## src/rtl/id_hazard_ctrl_pkg.sv

```systemverilog
// Shared types for the ID-stage hazard unit: reservation FSM encodings and
// the forward-select code that means "take the operand from the register file".
// Imported by the top; the match sub-module is purely parameter-driven.
package id_hazard_ctrl_pkg;

  typedef enum logic [1:0] {
    RES_IDLE   = 2'd0,
    RES_ARMING = 2'd1,
    RES_ARMED  = 2'd2
  } res_state_t;

  localparam int FWD_RF = 0;

endpackage

```

## src/rtl/hz_match_prio.sv

```systemverilog
// Priority search of the in-flight destination table for one source operand.
// Purely combinational; returns the youngest (lowest index) matching writer.
// Register 0 never matches.
module hz_match_prio #(
  parameter int REG_AW     = 5,
  parameter int FWD_STAGES = 2,
  parameter int K_W        = 2
) (
  input  logic [REG_AW-1:0]            addr,
  input  logic [FWD_STAGES-1:0]        vld,
  input  logic [FWD_STAGES-1:0]        we,
  input  logic [FWD_STAGES-1:0]        ld,
  input  logic [FWD_STAGES*REG_AW-1:0] wa,
  output logic                         hit,
  output logic [K_W-1:0]               k,
  output logic                         ld_hit
);

  // Walk oldest to youngest so the youngest match is the one left standing.
  always_comb begin
    hit    = 1'b0;
    k      = '0;
    ld_hit = 1'b0;
    for (int i = FWD_STAGES - 1; i >= 0; i--) begin
      if (vld[i] && we[i] && (addr != '0) && (wa[i*REG_AW +: REG_AW] == addr)) begin
        hit    = 1'b1;
        k      = K_W'(i);
        ld_hit = ld[i];
      end
    end
  end

endmodule

```

## src/rtl/id_hazard_ctrl.sv

```systemverilog
// ID-stage hazard unit: in-flight destination scoreboard driving operand
// forward selects and the load-use stall, plus the LL/SC reservation FSM.
// All outputs are combinational from inputs and current state.
module id_hazard_ctrl
  import id_hazard_ctrl_pkg::*;
#(
  parameter int DATA_W     = 32,
  parameter int REG_AW     = 5,
  parameter int FWD_STAGES = 2,
  parameter int LOAD_RDY   = 1
) (
  input  logic                               clk,
  input  logic                               rst,
  input  logic                               id_valid,
  input  logic [REG_AW-1:0]                  id_rs_addr,
  input  logic [REG_AW-1:0]                  id_rt_addr,
  input  logic                               id_reads_rs,
  input  logic                               id_reads_rt,
  input  logic                               id_reg_we,
  input  logic [REG_AW-1:0]                  id_wr_addr,
  input  logic                               id_is_load,
  input  logic                               id_is_ll,
  input  logic                               id_is_sc,
  input  logic                               ex_is_store,
  input  logic [DATA_W-1:0]                  ex_mem_addr,
  input  logic                               res_clear,
  output logic [$clog2(FWD_STAGES+1)-1:0]    fwd_rs_sel,
  output logic [$clog2(FWD_STAGES+1)-1:0]    fwd_rt_sel,
  output logic                               stall,
  output logic                               atomic_id,
  output logic                               mem_sc_mask_id
);

  localparam int SEL_W = $clog2(FWD_STAGES + 1);
  localparam logic [SEL_W-1:0] LOAD_RDY_K = SEL_W'(LOAD_RDY);

  // Scoreboard, one bit-plane per field; index 0 is the instruction in EX.
  logic [FWD_STAGES-1:0]        sb_vld;
  logic [FWD_STAGES-1:0]        sb_we;
  logic [FWD_STAGES-1:0]        sb_ld;
  logic [FWD_STAGES-1:0]        sb_ll;
  logic [FWD_STAGES*REG_AW-1:0] sb_wa;

  logic             rs_hit, rt_hit;
  logic             rs_ld, rt_ld;
  logic [SEL_W-1:0] rs_k, rt_k;
  logic             rs_ld_wait, rt_ld_wait;
  logic             issue;

  res_state_t          state, state_nxt;
  logic [DATA_W-3:0]   res_addr, res_addr_nxt;
  logic [DATA_W-3:0]   ex_word;
  logic                ll_issue, sc_issue, ll_in_ex, store_hit;
  logic                addr_lo_unused;

  hz_match_prio #(.REG_AW(REG_AW), .FWD_STAGES(FWD_STAGES), .K_W(SEL_W)) u_match_rs (
    .addr   (id_rs_addr),
    .vld    (sb_vld),
    .we     (sb_we),
    .ld     (sb_ld),
    .wa     (sb_wa),
    .hit    (rs_hit),
    .k      (rs_k),
    .ld_hit (rs_ld)
  );

  hz_match_prio #(.REG_AW(REG_AW), .FWD_STAGES(FWD_STAGES), .K_W(SEL_W)) u_match_rt (
    .addr   (id_rt_addr),
    .vld    (sb_vld),
    .we     (sb_we),
    .ld     (sb_ld),
    .wa     (sb_wa),
    .hit    (rt_hit),
    .k      (rt_k),
    .ld_hit (rt_ld)
  );

  // A load that has not yet reached its forwardable stage blocks the reader.
  assign rs_ld_wait = rs_hit & rs_ld & (rs_k < LOAD_RDY_K);
  assign rt_ld_wait = rt_hit & rt_ld & (rt_k < LOAD_RDY_K);

  assign stall = id_valid & ((id_reads_rs & rs_ld_wait) | (id_reads_rt & rt_ld_wait));
  assign issue = id_valid & ~stall;

  // Select is the stage index + 1 when the producer's data is usable, else regfile.
  assign fwd_rs_sel = (rs_hit & ~rs_ld_wait) ? (rs_k + SEL_W'(1)) : SEL_W'(FWD_RF);
  assign fwd_rt_sel = (rt_hit & ~rt_ld_wait) ? (rt_k + SEL_W'(1)) : SEL_W'(FWD_RF);

  // Advance the scoreboard every cycle; a stalled ID slot enters as a bubble.
  always_ff @(posedge clk or posedge rst) begin
    if (rst) begin
      sb_vld <= '0;
      sb_we  <= '0;
      sb_ld  <= '0;
      sb_ll  <= '0;
      sb_wa  <= '0;
    end else begin
      for (int i = FWD_STAGES - 1; i > 0; i--) begin
        sb_vld[i]                    <= sb_vld[i-1];
        sb_we[i]                     <= sb_we[i-1];
        sb_ld[i]                     <= sb_ld[i-1];
        sb_ll[i]                     <= sb_ll[i-1];
        sb_wa[i*REG_AW +: REG_AW]    <= sb_wa[(i-1)*REG_AW +: REG_AW];
      end
      sb_vld[0]          <= issue;
      sb_we[0]           <= issue & id_reg_we;
      sb_ld[0]           <= issue & id_is_load;
      sb_ll[0]           <= issue & id_is_ll;
      sb_wa[0 +: REG_AW] <= issue ? id_wr_addr : '0;
    end
  end

  // Reservation tracking compares word addresses; byte offset is irrelevant.
  assign ex_word        = ex_mem_addr[DATA_W-1:2];
  assign addr_lo_unused = ^ex_mem_addr[1:0];

  assign ll_issue  = id_is_ll & issue;
  assign sc_issue  = id_is_sc & issue;
  assign ll_in_ex  = sb_vld[0] & sb_ll[0];
  assign store_hit = (state == RES_ARMED) & ex_is_store & (ex_word == res_addr);

  assign atomic_id      = (state != RES_IDLE) & ~res_clear;
  assign mem_sc_mask_id = id_is_sc & ~(atomic_id & ~store_hit);

  // Reservation state and captured word address.
  always_ff @(posedge clk or posedge rst) begin
    if (rst) begin
      state    <= RES_IDLE;
      res_addr <= '0;
    end else begin
      state    <= state_nxt;
      res_addr <= res_addr_nxt;
    end
  end

  // Next-state: clear wins, then a fresh LL restarts arming, then normal flow.
  always_comb begin
    state_nxt    = state;
    res_addr_nxt = res_addr;
    if (res_clear) begin
      state_nxt = RES_IDLE;
    end else if (ll_issue) begin
      state_nxt = RES_ARMING;
    end else begin
      case (state)
        RES_ARMING: begin
          if (ll_in_ex) begin
            state_nxt    = RES_ARMED;
            res_addr_nxt = ex_word;
          end
        end
        RES_ARMED: begin
          if (store_hit || sc_issue) state_nxt = RES_IDLE;
        end
        default: ;
      endcase
    end
  end

endmodule
```

## config.mk

```make
export PLATFORM = sky130hd
export DESIGN_NAME = id_hazard_ctrl
export DESIGN_NICKNAME = d
export VERILOG_FILES = /design/src/rtl/id_hazard_ctrl_pkg.sv /design/src/rtl/hz_match_prio.sv /design/src/rtl/id_hazard_ctrl.sv
export SDC_FILE = /design/constraint.sdc
export NUM_CORES = 1
export LEC_CHECK = 0
export ABC_AREA = 1
export BUFFER_PORTS_ARGS = -buffer_cell sky130_fd_sc_hd__buf_2
export CORE_ASPECT_RATIO = 1.75
export CORE_UTILIZATION = 44
export CTS_BUF_LIST = sky130_fd_sc_hd__clkbuf_2 sky130_fd_sc_hd__clkbuf_4 sky130_fd_sc_hd__clkbuf_8
export DETAILED_ROUTE_END_ITERATION = 16
export PLACE_DENSITY = 0.7
export SLEW_MARGIN = 20
export SYNTH_ARGS = -nofsm -noshare
export SYNTH_HDL_FRONTEND = slang
export SYNTH_SLANG_ARGS = --single-unit
export TNS_END_PERCENT = 20
```

## constraint.sdc

```tcl
create_clock -name clk -period 3.55 [get_ports clk]
set_input_delay 0.1775 -clock clk [delete_from_list [all_inputs] [get_ports clk]]
set_output_delay 0.1775 -clock clk [all_outputs]
set_load 0.005 [all_outputs]
```

## Yosys cells after proc, flatten, opt, wreduce, memory -nomap -nowiden

Cells that the tools add are included.

| word-level totals | value |
|---|---|
| flip-flop bits (word level) | 49 |
| bits of input ports | 58 |
| output and inout port bits | 7 |

| cells by class | value |
|---|---|
| $add $sub $neg | 2 |
| magnitude comparators | 2 |
| equal/unequal tests | 9 |
| multiplexer cells | 20 |
| bitwise gates (word level) | 28 |
| reductions and logical operators | 17 |

Operators with widths:

| cell | number |
|---|---|
| $eq 30x30->1 | 1 |
| $and 1x1->1 | 20 |
| $eq 5x5->1 | 4 |
| $mux 1 | 12 |
| $mux 2 | 6 |
| $logic_and 1x1->1 | 10 |
| $reduce_bool 5->1 | 2 |
| $not 1->1 | 7 |
| $mux 5 | 1 |
| $add 2x1->2 const B | 2 |
| $lt 2x1->1 const B | 2 |
| $ne 4x3->1 const B | 1 |
| $ne 4x4->1 const B | 1 |
| $pmux 2 s2 | 1 |
| $reduce_and 4->1 | 1 |
| $reduce_bool 4->1 | 1 |
| $reduce_and 3->1 | 1 |
| $eq 2x1->1 const B | 1 |
| $eq 2x2->1 const B | 1 |
| $reduce_bool 2->1 | 1 |
| $logic_or 1x1->1 | 1 |
| $or 1x1->1 | 1 |

## Longest topological paths before layout

| depth | value |
|---|---|
| depth after elaboration | 18 |
| gate-level depth with buffers | 14 |
| depth with buffers taken out | 14 |

## Modules after synthesis

From an unflattened synthesis, not the netlist that was laid out.

| unflattened totals | value |
|---|---|
| cells, all modules | 473 |
| area, all modules | 3291.9 um2 |

By module, submodules not included:

| module | times used | cells an instance | area each (um2) | seq. area each (um2) |
|---|---|---|---|---|
| id_hazard_ctrl | 1 | 343 | 2701.3 | 1226.2 |
| hz_match_prio | 2 | 65 | 295.3 | 0.0 |

## Worst setup path before layout

No wires, ideal clock.

| timing | value |
|---|---|
| kind | reg-to-reg |
| from | register sb_wa[2] |
| to | register res_addr[20] |
| library setup time | 0.117 ns |
| arrival time | 1.495 ns |
| required time | 3.433 ns |
| path slack | 1.937 ns |
| stages on the path, launching flop included | 14 |
| cells stage by stage | dfrtp_1 -> inv_1 -> nand2_1 -> nand2_1 -> nand2_1 -> nor2_1 -> nand4_2 -> nand3_4 -> nor2_4 -> nor2_8 -> nand3_4 -> buf_6 -> nand2_1 -> nand2_1 |

| on the way | value |
|---|---|
| word-level cells in the longest chain between the ends | 13 |
| elaborated cells on any way between the ends | 25 |
| classes of those cells | order compare: 2; eq/ne: 2; mux: 6; bitwise: 12; reduce/logical: 3 |

RTL lines:

| element | RTL line | source |
|---|---|---|
| start, declared | id_hazard_ctrl.sv:42 | `logic [FWD_STAGES*REG_AW-1:0] sb_wa;` |
| start signal, assigned by index | id_hazard_ctrl.sv:103 | `sb_wa[i*REG_AW +: REG_AW] <= sb_wa[(i-1)*REG_AW +: REG_AW];` |
| start signal, assigned by index | id_hazard_ctrl.sv:109 | `sb_wa[0 +: REG_AW] <= issue ? id_wr_addr : '0;` |
| $eq 5x5->1 | hz_match_prio.sv:25 | `if (vld[i] && we[i] && (addr != '0) && (wa[i*REG_AW +: REG_AW] == addr)) begin` |
| $logic_and 1x1->1 | hz_match_prio.sv:25 |  |
| $mux 1 | hz_match_prio.sv:25 |  |
| $lt 2x1->1 (tied with other cells) | id_hazard_ctrl.sv:79 | `assign rs_ld_wait = rs_hit & rs_ld & (rs_k < LOAD_RDY_K);` |
| $and 1x1->1, on equally long branches | id_hazard_ctrl.sv:79, id_hazard_ctrl.sv:80 |  |
| $and 1x1->1 | id_hazard_ctrl.sv:82 | `assign stall = id_valid & ((id_reads_rs & rs_ld_wait) \| (id_reads_rt & rt_ld_wait));` |
| $or 1x1->1 (*) | id_hazard_ctrl.sv:82 |  |
| $and 1x1->1 (*) | id_hazard_ctrl.sv:82 |  |
| $not 1->1 (*) | id_hazard_ctrl.sv:83 | `assign issue = id_valid & ~stall;` |
| $and 1x1->1 (*) | id_hazard_ctrl.sv:83 |  |
| $and 1x1->1 (*) | id_hazard_ctrl.sv:117 | `assign ll_issue = id_is_ll & issue;` |
| named net ll_issue | id_hazard_ctrl.sv:53 | `logic ll_issue, sc_issue, ll_in_ex, store_hit;` |
| $not 1->1 (no line) (*) | - |  |
| $reduce_and 4->1 (no line) (*) | - |  |
| end signal, assigned | id_hazard_ctrl.sv:132 | `res_addr <= res_addr_nxt;` |
| end, declared | id_hazard_ctrl.sv:51 | `logic [DATA_W-3:0] res_addr, res_addr_nxt;` |

The timed path passes the listed nets; every way through them passes the cells marked *.
A chain may end at the register's enable or synchronous reset.

## Worst setup path after layout

| timing | value |
|---|---|
| from | register sb_wa[0] |
| to | register res_addr[4] |

The elaborated chain is that of the path after synthesis.

==> out/qor.txt <==
Multi-input gate area = 1350 um^2
Leakage Power = 1.89 nW
failing checks = negative hold slack
Row Count = 38
Crit. End Element = flop
CP max stage cell = nand3_4
initial antenna violation count = 0
clk_lat worst skew = 310 ps
Mapped Area = 2850 um^2
DRC viols = 0
core area = 6230 um^2
Detail Placement HPWL = 4860 um
Die W = 62.8 um
cell with the most instances after synthesis = nand2_1
RSZ-0062 raised after global routing = no
Reg area = 1200 um^2
Yosys top cell area share = 42.2%
WP data arrival = 2620 ps
Final Hold Fails = 1
area leader, netlist = dfrtp_1
Yosys reg bits = 48
uppermost layer routed = met4
filler cell count = 653
CP Data Required Time = 3750 ps
CTS resizes = 0
setup TNS = 0 ps
Startpoint Class = flop
cells after synthesis = 397
nets = 517
vias in the first global route = 2558
Detailed Route WL = 6690 um
Layout area overhead = 15.5%
routability cong. = 0.938
CP Class = flop to flop
setup repair bufs after CTS = 0
library cells used by synthesis = 27
vias per inst = 5.02
port bufs = 62
TritonCTS clock tree = built
Initial Utilization = 45.7%
syn avg cell area = 7.17 um^2
net count after synthesis = 458
Inserted Clock Buffers = 5
Max Cap Viol = 0
M1 wire length = 2560 um
number of DRC markers in iteration 0 = 168
WL met2 = 3680 um
maximum fanout along the worst path = 32
R2R Path Start = sb_wa[0]
Final Hold Slack = -3.05 ps
fin crit period = 2420 ps
first-pass GRT wire length = 11300 um
GRT overflow = 0
Max Freq = 413 MHz
Final period util = 68.2%
predominant post-synthesis flop cell = dfrtp_1
Reg clk slew, reported paths = 80 ps
outcome = complete, but fails checks
Root Buffer = clkbuf_8
Die Area = 6810 um^2
skew final = 2.84 ps
slowest stage delay, CP = 420 ps
yosys warns = 0
Die Y = 108 um
largest net degree at the start of global routing = 49
CTS sink cnt = 48
DR WL met3 = 277 um
drt wl/cell = 12.5 um
pwr dens = 391 nW/um^2
pre-CTS setup slack = 1110 ps
Async SR Flop Fraction = 100%
utilization after layout = 52.8%
Min-Delay Path Class = input port to async pin
VDD IR max = 278 uV
ANT nets after route = 0
layout cells sized above 1 = 18.4%
worst setup path start = sb_wa[0]
top cells by area, synth = dfrtp_1 (42%), nand2_1 (17%), nor2_1 (7.9%)
post-synthesis sequential area ratio = 42.2%
GRT Overall Usage = 21.6%
# IOs = 65
cts hold-fix bufs = 0
cell mode on critical path = nand2_1
Slew @ Worst Pin = 839 ps
Final WS setup = 1130 ps
number of synthesized flops with an enable pin = 0
Rel. slew slack = 44.0%
critical-path cell list = inv_1 > nand2_1 > nand2_1 > nor2_1 > nand2_1 > nor2_2 > nand3_2 > nand3_4 > nor2_4 > nor2_8 > nand3_4 > nand2_1 > nand2_1
max-slew violations = 0
list of most frequent post-synthesis cells = nand2_1 (132), nor2_1 (60), inv_1 (53)
final setup vio count = 0
H-tree depth = 2
DR pass1 iterations = 5
# diodes = 0
clk buf depth = 2
Worst R2R Setup Slack = 1130 ps
vias post-DR = 2695
## registers in the layout, indices dropped and copies added (netlist names)
| name | cells |
|---|---|
| sb_wa | 10 |
| sb_we | 2 |
| state | 2 |
| sb_ll | 1 |
| res_addr | 30 |
| sb_ld | 1 |
| sb_vld | 2 |
## layer usage
layer	vias up	global-route usage [%]
met2	74	40.8
met5	-	0
met1	1256	22.7
met3	14	3.80
li1	1351	-
met4	0	10.1
## power by group
group	internal, mW	switching (mW)	total (mW)
registers	0.615	0.0459	0.661
clock network	0.156	0.184	0.340
logic	0.111	0.172	0.284
total	0.882	0.402	1.28
## stage by stage
stage | std cells | cell area, um^2 | total power, mW
6_report | 537 | 3290 | 1.28
5_1_grt | 537 | 3290 | 1.38
4_1_cts | 537 | 3290 | 1.30
3_5_place_dp | 529 | 3190 | 0.958
3_3_place_gp | 529 | 3190 | 0.946
2_1_floorplan | 397 | 2850 | 0.859
## final cells by class
type / instances / area share, %
Multi-Input combinational cell: 280 / 41.1
Tap cell: 80 / 3.05
Timing Repair Buffer: 64 / 9.90
Clock inverter: 2 / 0.305
Clock buffer: 6 / 2.51
Inverter: 57 / 6.55
Sequential cell: 48 / 36.5
## worst paths after layout
kind	endpoint	cells after the start
min in group clk	sb_we[0]	3
worst min-delay path	res_addr[6]	2
worst max-delay path	res_addr[4]	13
max in group asynchronous	res_addr[24]	2
worst min register to register	sb_we[1]	0
worst max register to register	res_addr[4]	13
## layout by cell type, fill, tap and decap left out, drive strengths merged, types with 2 or more instances in the layout
| cell type | instances |
|---|---|
| clkbuf | 6 |
| o21ai | 14 |
| dfrtp | 48 |
| buf | 64 |
| a21oi | 4 |
| ha | 3 |
| clkinv | 3 |
| a21boi | 2 |
| nand3 | 8 |
| xor2 | 12 |
| nor3 | 2 |
| nand4 | 33 |
| inv | 56 |
| nand2 | 132 |
| nor4 | 2 |
| xnor2 | 3 |
| nor2 | 63 |
## logic make-up after synthesis
group | synth area share (%)
AO/OA/AOI/OAI | 4.00
AND/OR/NAND/NOR | 37.6
XOR/XNOR | 4.62
buffers and inverters | 10.3
flip-flops | 42.2
adder cells (fa/ha/maj) | 1.32
## worst max-delay path: cells and delay by family (launching register included)
kind	cells	cell delay [ps]
AND/OR/NAND/NOR	12	1830
flip-flops	1	390
buffers and inverters	1	70
Power figures use the tool's default switching activity.
